## src/rtl/ir_control_fsm.sv

```systemverilog
// Control unit for the 8-bit accumulator processor: sequences FETCH/DECODE/execute
// from the IR opcode and drives the datapath, accumulator and memory control lines.
//
// state  | meaning
// -------+-----------------------------------------------------------
// START  | idle after reset, all controls low
// FETCH  | load IR from memory at PC, advance PC
// DECODE | address memory with IR[4:0], branch on opcode
// LOAD   | A <- M[IR[4:0]]
// STORE  | M[IR[4:0]] <- A
// ADD    | A <- A + M[IR[4:0]]
// SUB    | A <- A - M[IR[4:0]]
// INPUT  | wait for Enter, then A <- input port
// JZ     | PC <- IR[4:0] when A == 0
// JPOS   | PC <- IR[4:0] when A >= 0
// HALT   | stopped until reset
module ir_control_fsm #(
  parameter bit ENTER_EDGE = 1'b0
) (
  input  logic       clock,
  input  logic       Reset,
  input  logic [2:0] IR,
  input  logic       Aeq0,
  input  logic       Apos,
  input  logic       Enter,
  output logic       IRload,
  output logic       PCload,
  output logic       JMPmux,
  output logic       Meminst,
  output logic       MemWr,
  output logic [1:0] Asel,
  output logic       Aload,
  output logic       Sub,
  output logic       Outen,
  output logic       Halt,
  output logic [3:0] state_dbg
);

  typedef enum logic [3:0] {
    ST_START  = 4'd0,
    ST_FETCH  = 4'd1,
    ST_DECODE = 4'd2,
    ST_LOAD   = 4'd3,
    ST_STORE  = 4'd4,
    ST_ADD    = 4'd5,
    ST_SUB    = 4'd6,
    ST_INPUT  = 4'd7,
    ST_JZ     = 4'd8,
    ST_JPOS   = 4'd9,
    ST_HALT   = 4'd10
  } state_t;

  localparam logic [1:0] ASEL_ALU = 2'b00;
  localparam logic [1:0] ASEL_IN  = 2'b01;
  localparam logic [1:0] ASEL_MEM = 2'b10;

  // Plain vector so codes 11-15 remain representable and recoverable.
  logic [3:0] state;
  logic       enter_q;
  logic       go;

  assign go        = ENTER_EDGE ? (Enter & ~enter_q) : Enter;
  assign state_dbg = state;

  always_ff @(posedge clock) begin
    if (!Reset) begin
      state   <= ST_START;
      enter_q <= 1'b0;
    end else begin
      enter_q <= Enter;
      case (state)
        ST_START:  state <= ST_FETCH;
        ST_FETCH:  state <= ST_DECODE;
        ST_DECODE: begin
          case (IR)
            3'b000: state <= ST_LOAD;
            3'b001: state <= ST_STORE;
            3'b010: state <= ST_ADD;
            3'b011: state <= ST_SUB;
            3'b100: state <= ST_INPUT;
            3'b101: state <= ST_JZ;
            3'b110: state <= ST_JPOS;
            3'b111: state <= ST_HALT;
          endcase
        end
        ST_LOAD, ST_STORE, ST_ADD, ST_SUB, ST_JZ, ST_JPOS:
          state <= ST_FETCH;
        ST_INPUT:  if (go) state <= ST_FETCH;
        ST_HALT:   state <= ST_HALT;
        default:   state <= ST_START;
      endcase
    end
  end

  // Controls decode from the current state; reset low masks them immediately.
  always_comb begin
    IRload  = 1'b0;
    PCload  = 1'b0;
    JMPmux  = 1'b0;
    Meminst = 1'b0;
    MemWr   = 1'b0;
    Asel    = ASEL_ALU;
    Aload   = 1'b0;
    Sub     = 1'b0;
    Outen   = 1'b0;
    Halt    = 1'b0;
    if (Reset) begin
      case (state)
        ST_FETCH: begin
          IRload = 1'b1;
          PCload = 1'b1;
        end
        ST_DECODE: Meminst = 1'b1;
        ST_LOAD: begin
          Meminst = 1'b1;
          Asel    = ASEL_MEM;
          Aload   = 1'b1;
        end
        ST_STORE: begin
          Meminst = 1'b1;
          MemWr   = 1'b1;
        end
        ST_ADD: begin
          Meminst = 1'b1;
          Aload   = 1'b1;
        end
        ST_SUB: begin
          Meminst = 1'b1;
          Sub     = 1'b1;
          Aload   = 1'b1;
        end
        ST_INPUT: begin
          Asel  = ASEL_IN;
          Outen = 1'b1;
          Aload = go;
        end
        ST_JZ: begin
          JMPmux = 1'b1;
          PCload = Aeq0;
        end
        ST_JPOS: begin
          JMPmux = 1'b1;
          PCload = Apos;
        end
        ST_HALT: Halt = 1'b1;
        default: ;
      endcase
    end
  end

endmodule

```

## config.mk

```make
export PLATFORM = sky130hd
export DESIGN_NAME = ir_control_fsm
export DESIGN_NICKNAME = d
export VERILOG_FILES = /design/src/rtl/ir_control_fsm.sv
export SDC_FILE = /design/constraint.sdc
export NUM_CORES = 1
export LEC_CHECK = 0
export CAP_MARGIN = 0
export CORE_AREA = 4 4 41 43
export DETAILED_ROUTE_END_ITERATION = 8
export DIE_AREA = 0 0 45 47
export HOLD_SLACK_MARGIN = 0.12
export PLACE_DENSITY = 0.64
export SYNTH_ARGS = -nofsm -noshare
export SYNTH_HDL_FRONTEND = slang
export SYNTH_SLANG_ARGS = --single-unit
export TNS_END_PERCENT = 100
```

## constraint.sdc

```tcl
create_clock -name clock -period 2.65 [get_ports clock]
set_input_delay 0.3975 -clock clock [delete_from_list [all_inputs] [get_ports clock]]
set_output_delay 0.3975 -clock clock [all_outputs]
set_load 0.1 [all_outputs]
```

==> results_dict.tcl <==
set metrics [dict create \
    buffer_ports.inserted 22 \
    leading_cell_types_by_count_after_synthesis "a21oi_1 (6), nand2_1 (6), nor2_1 (6), dfxtp_1 (4), nor3_1 (4)" \
    largest_reg_flops 4 \
    cts_hold_repair.buffers 0 \
    synthesized_instance_count 51 \
    cts-root-buf "clkbuf_4" \
    start_util_pct 30.48 \
    die_width_um 45 \
    cp_num_buf_inv 2 \
    slew_violations 0 \
    yosysWarnings 0 \
    cts_buffer_count 3 \
    synth_seq_area_share_pct 20.19 \
    io_pins 23 \
    clock_tree.buffer_depth 2 \
    crit_path_end_kind "output pin" \
    startpoint_type "primary input" \
    yosys_most_used_dff "dfxtp_1" \
    avgViaCountPerCell 4.724 \
    clkLatencyLatePin_ns 0.23 \
    slew_worst_pin_ns 0.3788 \
    design.die.area_um2 2115 \
    largest_net_degree_at_the_start_of_global_routing 13 \
    synth_seq_cells 4 \
    clock_transition_at_the_registers_of_the_reported_paths_ns 0.04 \
    async_flop_share_pct 0 \
    power.ir.vdd_worst_mv 0.2139 \
    outcome "completed" \
    place.gp.congestion 0.6960 \
    layout_cells_sized_above_1_pct 47.22 \
    core_area_um2 1301 \
    drv.max_cap_violation_count 0 \
    post_drt_wl_per_cell_um 11.71 \
    drt.antenna.violating_nets 0 \
    power.leakage_nw 0.3316 \
    cp_top_family "buffers and inverters" \
    finalInstanceArea_um2 767.0 \
    drt-total-wl_um 1019 \
    netlist.top_cell.by_area "dfxtp_1" \
    area.sequential_um2 81.33 \
    cts_tree "built" \
    worst-endpoint-required_ns 2.25 \
    multi_input_comb_area_um2 312.8 \
    finalSetupViolations 0 \
    synth.avg_cell_area_um2 7.777 \
    post_cts_setup_buffer_count 0 \
    grt_pass1_vias 437 \
    powerDensity_nw_per_um2 406.9 \
    initialDrtViolationCount 0 \
    worst_hold_slack_ns 0.6940 \
    rsz_0062_raised_after_global_routing "no" \
    final_layout_setup_total_negative_slack_ns 0 \
    fp-row-count 13 \
    synth_edf_count 0 \
    area.growth.synth_to_final_pct 93.38 \
    cts_sink_cnt 4 \
    post_synth_main_area_contributors "dfxtp_1 (20%), a21oi_1 (7.6%), ha_1 (6.3%)" \
    crit_path_cell_trace "clkdlybuf4s50_1, nor2b_4, nand2_1, nor3_2, buf_12" \
    die_height_um 47 \
    htreeDepth 1 \
    layout_worst_path_cycle_share_pct 82.40 \
    min-delay-path-class "reg2reg" \
    critPathSlowestCell "clkdlybuf4s50_1" \
    drc 0 \
    antenna_cells_inserted 0 \
    grt_overflow_total 0 \
    drt_pass1_iterations 1 \
    path_max_fanout 6 \
    num_vias 411 \
    grt_antenna_before_repair 0 \
    cp_data_arrival_time_ns 1.79 \
    post_dp_cell_area_um2 744.5 \
    synth_area_um2 396.6 \
    dp_hpwl_um 824.1 \
    grt_first_pass_wirelength_um 1814 \
    fin_nets 84 \
    critPathMaxStageDelay_ns 0.61 \
    critical_path_class "in2out" \
    grt.total_usage_pct 12.25 \
    post-route-min-period_ns 2.183 \
    fillerInstances 129 \
    netlist-cell-type-count 22 \
    syn_nets 61 \
    report.final.hold_viol_count 0 \
    normalized_max_slew_margin_pct 74.72 \
    max_freq_ghz 0.4580 \
    clock_skew_ns 0.0004179 \
    synthDominantCellAreaShare_pct 20.19 \
    cts_repair_resize_count 0 \
]
[logic make-up (layout without fill, tap and decap cells)]
logic type / after synthesis / after routing / share of synthesized area, %
simple gates: 28 / 28 / 45.11
compound gates: 10 / 10 / 16.09
buf+inv: 7 / 28 / 12.30
flops: 4 / 4 / 20.19
fa+ha+maj: 2 / 2 / 6.308
[cell usage in the layout, fill, tap and decap left out, drive strengths merged, types with 2 or more instances in the layout]
master / n
nor2: 6
buf: 15
inv: 3
nand2b: 3
o21ai: 2
nand2: 6
nor3: 5
clkdlybuf4s50: 7
a21oi: 6
clkbuf: 3
dfxtp: 4
ha: 2
and3: 3
[per-layer routing]
layer  routed length (um)  part of all wire [%]  vias to the layer above  global-route usage (%)
met2                  478                    47                       14                   18.08
met5                    0                     0                        -                       0
met3                   70                   6.9                        2                   2.682
met4                   12                   1.2                        0                   10.53
li1                     -                     -                      218                       -
met1                  458                    45                      177                   15.03
[worst paths after layout]
kind                      from      endpoint  slack, ns  depth (start not counted)
setup / recovery         Reset         MemWr       0.47                          5
hold / removal    state_dbg[3]  state_dbg[3]       0.69                          2
setup reg to reg  state_dbg[1]  state_dbg[0]       1.46                          3
hold reg to reg   state_dbg[3]  state_dbg[3]       0.69                          2
[stage by stage]
step                      util, %  cells  worst slack (ns)  total power, mW
after floorplan                 -     51           -0.3177           0.1961
after global placement      57.21     84            0.4787           0.2401
after detailed placement    57.21     84            0.4579           0.2404
after CTS                   58.94     87            0.4502           0.3182
after global routing        58.94     87            0.3607           0.3371
final                       58.94     87            0.4665           0.3121
[worst min-delay path, delay by kind of cell, from the launching register on]
family	cells	cell delay, ns
AOI/OAI and AO/OA	1	0.08
DFF	1	0.41
buffers and inverters	1	0.16
[power breakdown]
| group | internal, mW | switching [mW] | total (mW) |
|---|---|---|---|
| clock | 0.0505 | 0.0231 | 0.0737 |
| sequential | 0.0657 | 0.0132 | 0.0789 |
| combinational | 0.0547 | 0.105 | 0.160 |
[final cells by class]
cell class                      count  share of cell area [%]
Sequential cell                     4                   10.60
Tap cell                           15                   2.447
Timing Repair Buffer               22                   41.76
Clock buffer                        3                   2.936
Multi-Input combinational cell     40                   40.78
Inverter                            3                   1.468
Note: power is estimated with default switching activity, not from simulation.
